==> src/rtl/mem_arbiter_pkg.sv <==
// Shared types for the I/D-cache main-memory arbiter.
package mem_pkg;

    localparam int CACHE_LINE_SIZE_DEFAULT = 128;
    localparam int ADDR_WIDTH_DEFAULT      = 32;

    // Arbiter control states.
    typedef enum logic [1:0] {
        IDLE   = 2'd0,
        BUSY_I = 2'd1,
        BUSY_D = 2'd2,
        RESP   = 2'd3
    } arb_state_t;

    // Which requester owns, or last owned, the memory port.
    typedef enum logic {
        GRANT_I = 1'b0,
        GRANT_D = 1'b1
    } grant_t;

endpackage

==> src/rtl/mem_arbiter.sv <==
// Round-robin arbiter sharing one line-wide memory port between the
// I-cache refill path and the D-cache refill/writeback path. One
// transaction is in flight at a time. The granted request is latched, so
// memory sees stable strobes and address even if the cache changes its
// inputs. Completion is reported with a one-cycle ready pulse.
module mem_arbiter
    import mem_pkg::*;
#(
    parameter int CACHE_LINE_SIZE = CACHE_LINE_SIZE_DEFAULT,
    parameter int ADDR_WIDTH      = ADDR_WIDTH_DEFAULT
) (
    input  logic                       clk,
    input  logic                       reset,
    // I-cache side
    input  logic                       in_i_read_en,
    input  logic [ADDR_WIDTH-1:0]      in_i_addr,
    output logic [CACHE_LINE_SIZE-1:0] out_i_read_data,
    output logic                       out_i_ready,
    // D-cache side
    input  logic                       in_d_read_en,
    input  logic                       in_d_write_en,
    input  logic [ADDR_WIDTH-1:0]      in_d_addr,
    input  logic [CACHE_LINE_SIZE-1:0] in_d_write_data,
    output logic [CACHE_LINE_SIZE-1:0] out_d_read_data,
    output logic                       out_d_ready,
    // Main-memory side
    output logic                       out_mem_read_en,
    output logic                       out_mem_write_en,
    output logic [ADDR_WIDTH-1:0]      out_mem_addr,
    output logic [CACHE_LINE_SIZE-1:0] out_mem_write_data,
    input  logic [CACHE_LINE_SIZE-1:0] in_mem_read_data,
    input  logic                       in_mem_ready
);

    arb_state_t                 r_state;
    grant_t                     r_last_grant;
    logic                       r_op_write;
    logic [ADDR_WIDTH-1:0]      r_addr;
    logic [CACHE_LINE_SIZE-1:0] r_wdata;

    logic w_i_req;
    logic w_d_req;
    logic w_any_req;
    logic w_d_wins;

    // A D request is either a refill or a writeback. A tie goes to the
    // requester that did not win last time, so neither cache starves.
    assign w_i_req   = in_i_read_en;
    assign w_d_req   = in_d_read_en | in_d_write_en;
    assign w_any_req = w_i_req | w_d_req;
    assign w_d_wins  = w_d_req & (~w_i_req | (r_last_grant == GRANT_I));

    // The memory address and write line are taken from the grant latches.
    assign out_mem_addr       = r_addr;
    assign out_mem_write_data = r_wdata;

    // Arbiter FSM: grant, hold strobes until memory completes, one response
    // cycle, then back to IDLE. Strobes and ready pulses are registered.
    always_ff @(posedge clk or posedge reset) begin
        if (reset) begin
            r_state          <= IDLE;
            r_last_grant     <= GRANT_I;
            r_op_write       <= 1'b0;
            r_addr           <= '0;
            r_wdata          <= '0;
            out_mem_read_en  <= 1'b0;
            out_mem_write_en <= 1'b0;
            out_i_ready      <= 1'b0;
            out_d_ready      <= 1'b0;
            out_i_read_data  <= '0;
            out_d_read_data  <= '0;
        end else begin
            // Ready is a pulse. Only the completion branch raises it.
            out_i_ready <= 1'b0;
            out_d_ready <= 1'b0;

            case (r_state)
                IDLE: begin
                    if (w_any_req) begin
                        if (w_d_wins) begin
                            // Write wins when the D-cache raises both strobes.
                            r_addr           <= in_d_addr;
                            r_wdata          <= in_d_write_data;
                            r_op_write       <= in_d_write_en;
                            out_mem_read_en  <= ~in_d_write_en;
                            out_mem_write_en <= in_d_write_en;
                            r_last_grant     <= GRANT_D;
                            r_state          <= BUSY_D;
                        end else begin
                            r_addr           <= in_i_addr;
                            r_op_write       <= 1'b0;
                            out_mem_read_en  <= 1'b1;
                            out_mem_write_en <= 1'b0;
                            r_last_grant     <= GRANT_I;
                            r_state          <= BUSY_I;
                        end
                    end
                end

                BUSY_I, BUSY_D: begin
                    // Requester inputs are ignored here. Only memory moves us on.
                    if (in_mem_ready) begin
                        out_mem_read_en  <= 1'b0;
                        out_mem_write_en <= 1'b0;
                        r_state          <= RESP;
                        if (r_state == BUSY_I) begin
                            out_i_ready     <= 1'b1;
                            out_i_read_data <= in_mem_read_data;
                        end else begin
                            out_d_ready <= 1'b1;
                            if (!r_op_write)
                                out_d_read_data <= in_mem_read_data;
                        end
                    end
                end

                // The requester may still be asserting during its ready cycle.
                // Skipping arbitration here keeps that stale request from
                // being granted again.
                RESP: begin
                    r_state <= IDLE;
                end

                default: begin
                    r_state <= IDLE;
                end
            endcase
        end
    end

endmodule

==> config.mk <==
export PLATFORM = sky130hd
export DESIGN_NAME = mem_arbiter
export DESIGN_NICKNAME = d
export VERILOG_FILES = /design/src/rtl/mem_arbiter_pkg.sv /design/src/rtl/mem_arbiter.sv
export SDC_FILE = /design/constraint.sdc
export NUM_CORES = 1
export LEC_CHECK = 0
export BUFFER_PORTS_ARGS = -buffer_cell sky130_fd_sc_hd__buf_2
export CORE_AREA = 2 2 289 291
export DETAILED_ROUTE_END_ITERATION = 10
export DIE_AREA = 0 0 291 293
export PLACE_DENSITY = 0.44
export SLEW_MARGIN = 20
export SYNTH_ARGS = -nofsm -noshare
export SYNTH_HDL_FRONTEND = slang
export SYNTH_SLANG_ARGS = --single-unit
export TNS_END_PERCENT = 20
==> constraint.sdc <==
create_clock -name clk -period 13.9 [get_ports clk]
set_input_delay 0.695 -clock clk [delete_from_list [all_inputs] [get_ports clk]]
set_output_delay 0.695 -clock clk [all_outputs]
set_load 0.01 [all_outputs]
# ---- Word-level counts from Yosys, hierarchy flattened
# Index checks and enable logic that the tools add are counted.
dict set report word_totals {
  inputBits 326
  word_cells 53
  reg_bits 424
}
dict set report op_classes {
  reduce_logical 9
  eq_ne 5
  n_mux 19
  n_bitwise 9
}
# operator count
set op_table {}
lappend op_table {{two-way mux 32 bit} 1}
lappend op_table {{two-way mux 1 bit} 12}
lappend op_table {{AND reduction 3 bit} 3}
lappend op_table {{two-way mux 2 bit} 3}
lappend op_table {{case mux 2 bit (3 select lines)} 1}
lappend op_table {{NOT 1 bit} 5}
lappend op_table {{== test 2 bit, second input constant} 2}
lappend op_table {{!= test 2 bit, second input constant} 2}
lappend op_table {{case mux 1 bit (2 select lines)} 2}
lappend op_table {{AND reduction 2 bit} 2}
lappend op_table {{AND reduction 4 bit} 1}
lappend op_table {{OR 1 bit} 3}
lappend op_table {{== test 2 x 1 -> 1 bit, second input constant} 1}
lappend op_table {{zero test 2 bit} 1}
lappend op_table {{nonzero test 2 bit} 1}
lappend op_table {{OR reduction 2 bit} 1}
lappend op_table {{AND 1 bit} 1}

# ---- Logic depth before layout (Yosys ltp)
dict set report depth {
  depth_word 6
  mapped_depth 7
  mapped_depth_nobuf 5
}

# ---- Worst setup path after synthesis
# OpenSTA, ideal clock, no wires.
dict set report synth_timing {
  path_type {in2reg}
  startpoint {input port in_d_write_en}
  endpoint {register r_wdata[10], in the netlist out_mem_write_data[10]}
  t_arrival_ns 1.705
  path_stages 5
  required_ns 13.775
  slack_ns 12.071
  cell_sequence {buf_2 > o211ai_2 > buf_4 > buf_4 > mux2_2}
}
dict set report synth_between {
  elab_chain_cells 3
}
# item line_no
set synth_rtl {}
lappend synth_rtl {{from (decl)} mem_arbiter.sv:21} ;# input logic in_d_write_en,
lappend synth_rtl {{OR 1 bit *} mem_arbiter.sv:49} ;# assign w_d_req = in_d_read_en | in_d_write_en;
lappend synth_rtl {{OR 1 bit or AND 1 bit (tied branches)} {mem_arbiter.sv:50, mem_arbiter.sv:51}}
lappend synth_rtl {{AND reduction 3 bit (no line) *} --}
lappend synth_rtl {{to (signal assigned)} mem_arbiter.sv:83} ;# r_wdata <= in_d_write_data;
lappend synth_rtl {{to (decl)} mem_arbiter.sv:39} ;# logic [CACHE_LINE_SIZE-1:0] r_wdata;
# Mark *: on every way between the ends. The rest lies on a longest branch, timed or not.
# A chain may end at the register's enable or synchronous reset.

# ---- Worst setup path in the final report
dict set report layout_timing {
  startpoint {register r_state[1]}
  endpoint {register out_i_read_data[54]}
}
dict set report layout_between {
  elab_chain_cells 3
}
# item line_no
set layout_rtl {}
lappend layout_rtl {{from (decl)} mem_arbiter.sv:35} ;# arb_state_t r_state;
lappend layout_rtl {{from (signal assigned)} mem_arbiter.sv:61} ;# r_state <= IDLE;
lappend layout_rtl {{from (signal assigned)} mem_arbiter.sv:88} ;# r_state <= BUSY_D;
lappend layout_rtl {{from (signal assigned)} mem_arbiter.sv:95} ;# r_state <= BUSY_I;
lappend layout_rtl {{== test 2 x 1 -> 1 bit or == test 2 bit (tied branches)} {mem_arbiter.sv:77, mem_arbiter.sv:106}}
lappend layout_rtl {{OR reduction 2 bit} mem_arbiter.sv:77} ;# case (r_state)
lappend layout_rtl {{AND reduction 3 bit (no line) *} --}
lappend layout_rtl {{to (signal assigned)} mem_arbiter.sv:108} ;# out_i_read_data <= in_mem_read_data;
lappend layout_rtl {{to (decl)} mem_arbiter.sv:17} ;# output logic [CACHE_LINE_SIZE-1:0] out_i_read_data,
# Marked as above.

==> impl_metrics.yaml <==
run_status:
  status: "completed"
sta:
  slew_violations: 0
  setup_tns_ns: 0
  fin_worst_skew_ns: 0.0146
  setup_viol: 0
  fin_crit_sh_pct: 22.7
  relSlewSlack_pct: 25.7
  timing_hold_violations_final: 0
  worst_slew_pin_slew_ns: 1.11
  worst_slack_ns: 10.75
  max_freq_mhz: 317
  min_period_ns: 3.15
  timing.hold.ws_ns: 0.239
  rsz0062_at_grt: "false"
pwr:
  cellLeakagePower_nw: 11.0
  seq_power_share_pct: 36.9
  clock_power_share_pct: 24.6
  combPwrFrac_pct: 38.5
  powerDensity_nw_per_um2: 257
  switchingPower_mw: 1.98
  finalPower_mw: 5.91
  p_int_mw: 3.93
  ir_drop_mv: 0.131
  netSwitchingFraction_pct: 33.5
logic_synthesis:
  syn-instance-count: 992
  syn_nets: 1322
  synth_area_sq_um: 16200
  ys.flop_type: "dfrtp_1"
  synth_largest_area_cell: "dfrtp_1"
  yosysWarnings: 0
  ys_ff_latch: 424
  synthAdderAreaFrac_pct: 0.309
  synth.top_cells.by_count: "424 x dfrtp_1, 375 x mux2_2, 36 x nand2_1"
  synth_cell_type_count: 29
  ys_top_cells_by_area: "dfrtp_1 65%, mux2_2 26%, mux2i_1 2.2%"
  synth_top_area_share_pct: 65.5
  yosys.cell_count.top_type: "dfrtp_1"
  synth.area.mux_share_pct: 28.9
  synth_compound_area_share_pct: 1.61
  synthArstFlopShare_pct: 100
  synth_top_family_by_area: "multiplexers"
  synth_edf_count: 0
  synth_simple_gate_area_share_pct: 1.09
  avgSynthCellArea_sq_um: 16.3
  ys_seq_area_share_pct: 65.5
  synth_xor_area_share_pct: 0
routing:
  first_iter_violations: 302
  num_vias: 11100
  drc_errors: 0
  routed_wl_microns: 50000
  drt_pass1_iterations: 4
  viasPerCell: 3.87
  drtAntennaViolNets: 0
  wl_per_cell_microns: 17.5
clock_network:
  clockBufferDepth: 3
  cts_resized: 0
  ctsHoldBuffers: 0
  cts_made_buffers: 50
  cts_setup_buffers: 0
  h-tree-depth: 2
  root_buffer: "clkbuf_16"
  worstSkewPairLatency_ns: 0.58
  clkTransAtPathRegs_ns: 0.06
  cts.sinks: 424
  cts_tree: "yes"
setup_path:
  worstSetupPathType: "register to register"
  crit_top_cell: "buf_4"
  crit_slowest_cell: "buf_4"
  crit_path_max_fanout: 63
  cp.required_ns: 14.36
  critPathLaunchType: "register"
  worstSetupEndpointType: "register"
  slowest_delay_ns: 0.76
  arrival_ns: 3.61
  crit_path_cell_trace: "inv_1 > ha_1 > nand2_4 > buf_4 > buf_4 > mux2_2"
global_route:
  antenna_found_initial: 9
  grt_usage_pct: 11.4
  grt_max_degree: 165
  grt_pass1_vias: 12200
  grt_overflow: 0
  grt_pass1_wl_microns: 75800
finish:
  final_net_count: 2077
  drive_gt1_share_pct: 68.6
  regArea_sq_um: 10600
  syn_to_final_growth_pct: 41.6
  n_fill_cell: 8448
  multiInputGateArea_sq_um: 5210
  final_cell_area_sq_um: 23000
place:
  pre_cts_slack_ns: 10.51
  gp_congestion: 0.794
  post-dp-hpwl_microns: 37200
  port_buffers: 745
  dpl-instance-area_sq_um: 21000
floorplanning:
  io_pins: 746
  die_h_microns: 293
  core_sq_um: 81800
  dieArea_sq_um: 85300
  initial_core_util_pct: 19.8
  rows: 105
  die_w_microns: 291
worst_hold_path:
  hp-class: "input port to async pin"
job:
  drv_cap: 0
-- kinds of logic (layout without fill, tap and decap cells) --
family                     Yosys count  after routing
AOI/OAI and AO/OA                   42             42
adders and majority gates            4              4
buffers and inverters               61            857
DFF                                424            424
muxes                              420            420
other                                0              5
and+or+nand+nor                     41             41
-- registers in the layout, indices dropped and copies added, names as in the netlist --
| register | count |
|---|---|
| out_i_read_data | 128 |
| r_state | 2 |
| out_i_ready | 1 |
| r_op_write | 1 |
| out_d_ready | 1 |
| out_mem_read_en | 1 |
| out_mem_write_data | 128 |
| r_last_grant | 1 |
| out_mem_write_en | 1 |
| out_d_read_data | 128 |
| out_mem_addr | 32 |
-- per-layer routing --
metal / track usage (%) / wire (microns) / vias up
met4: 4.81 / 1840 / 4
met3: 4.00 / 4090 / 99
met1: 12.3 / 18500 / 5479
met5: 0 / 31 / -
li1: - / - / 5005
met2: 20.2 / 25500 / 484
-- power by group through the flow --
stage | Clock (mW) | Combinational [mW] | Sequential, mW
after global placement | 0 | 2.30 | 2.19
after floorplan | 0 | 1.04 | 2.48
after global routing | 1.56 | 2.46 | 2.27
final | 1.45 | 2.27 | 2.18
after CTS | 1.51 | 2.32 | 2.19
after detailed placement | 0 | 2.32 | 2.20
-- worst max-delay path, delay by kind of cell, from the launching register on --
kind	cells	cell delay, ns
buffers and inverters	3	1.54
AND/OR/NAND/NOR	1	0.30
multiplexers	1	0.41
adder cells (fa/ha/maj)	1	0.26
flip-flops	1	0.33
-- placed cells by master, fill, tap and decap left out, drive strengths merged, types with 4 or more instances in the layout --
cell / instances
bufinv: 9
mux2i: 35
o21ai: 32
dfrtp: 424
nand2: 37
clkinv: 9
buf: 756
ha: 4
diode: 5
inv: 9
clkbuf: 73
mux2: 385
-- final timing paths --
kind	from	endpoint	slack [ns]	cells past startpoint
hold / removal	reset	out_mem_write_data[85]$_DFFE_PP0P_	0.24	2
setup / recovery	r_state[1]$_DFFE_PP0P_	out_i_read_data[54]$_DFFE_PP0P_	10.75	6
setup reg to reg	r_state[1]$_DFFE_PP0P_	out_i_read_data[54]$_DFFE_PP0P_	10.75	6
hold reg to reg	out_mem_addr[31]$_DFFE_PP0P_	out_mem_addr[31]$_DFFE_PP0P_	0.48	2
max in group asynchronous	reset	out_i_read_data[79]$_DFFE_PP0P_	11.24	5
min in group clk	in_d_write_data[98]	out_mem_write_data[98]$_DFFE_PP0P_	0.34	2
-- through the flow --
step | utilization, % | cells
2_1_floorplan | - | 992
3_3_place_gp | 25.7 | 2763
3_5_place_dp | 25.7 | 2763
4_1_cts | 28.0 | 2856
5_1_grt | 28.0 | 2862
6_report | 28.0 | 2863
-- layout make-up --
| class | count | share of cell area [%] |
|---|---|---|
| clock buffers | 73 | 6.57 |
| multi-input cells | 507 | 22.7 |
| well taps | 1070 | 5.83 |
| inverters | 8 | 0.164 |
| repair buffers | 756 | 16.9 |
| clock inverters | 20 | 1.56 |
| diodes | 5 | 0.0545 |
| flip-flops and latches | 424 | 46.2 |
(Power assumes the default switching activity.)
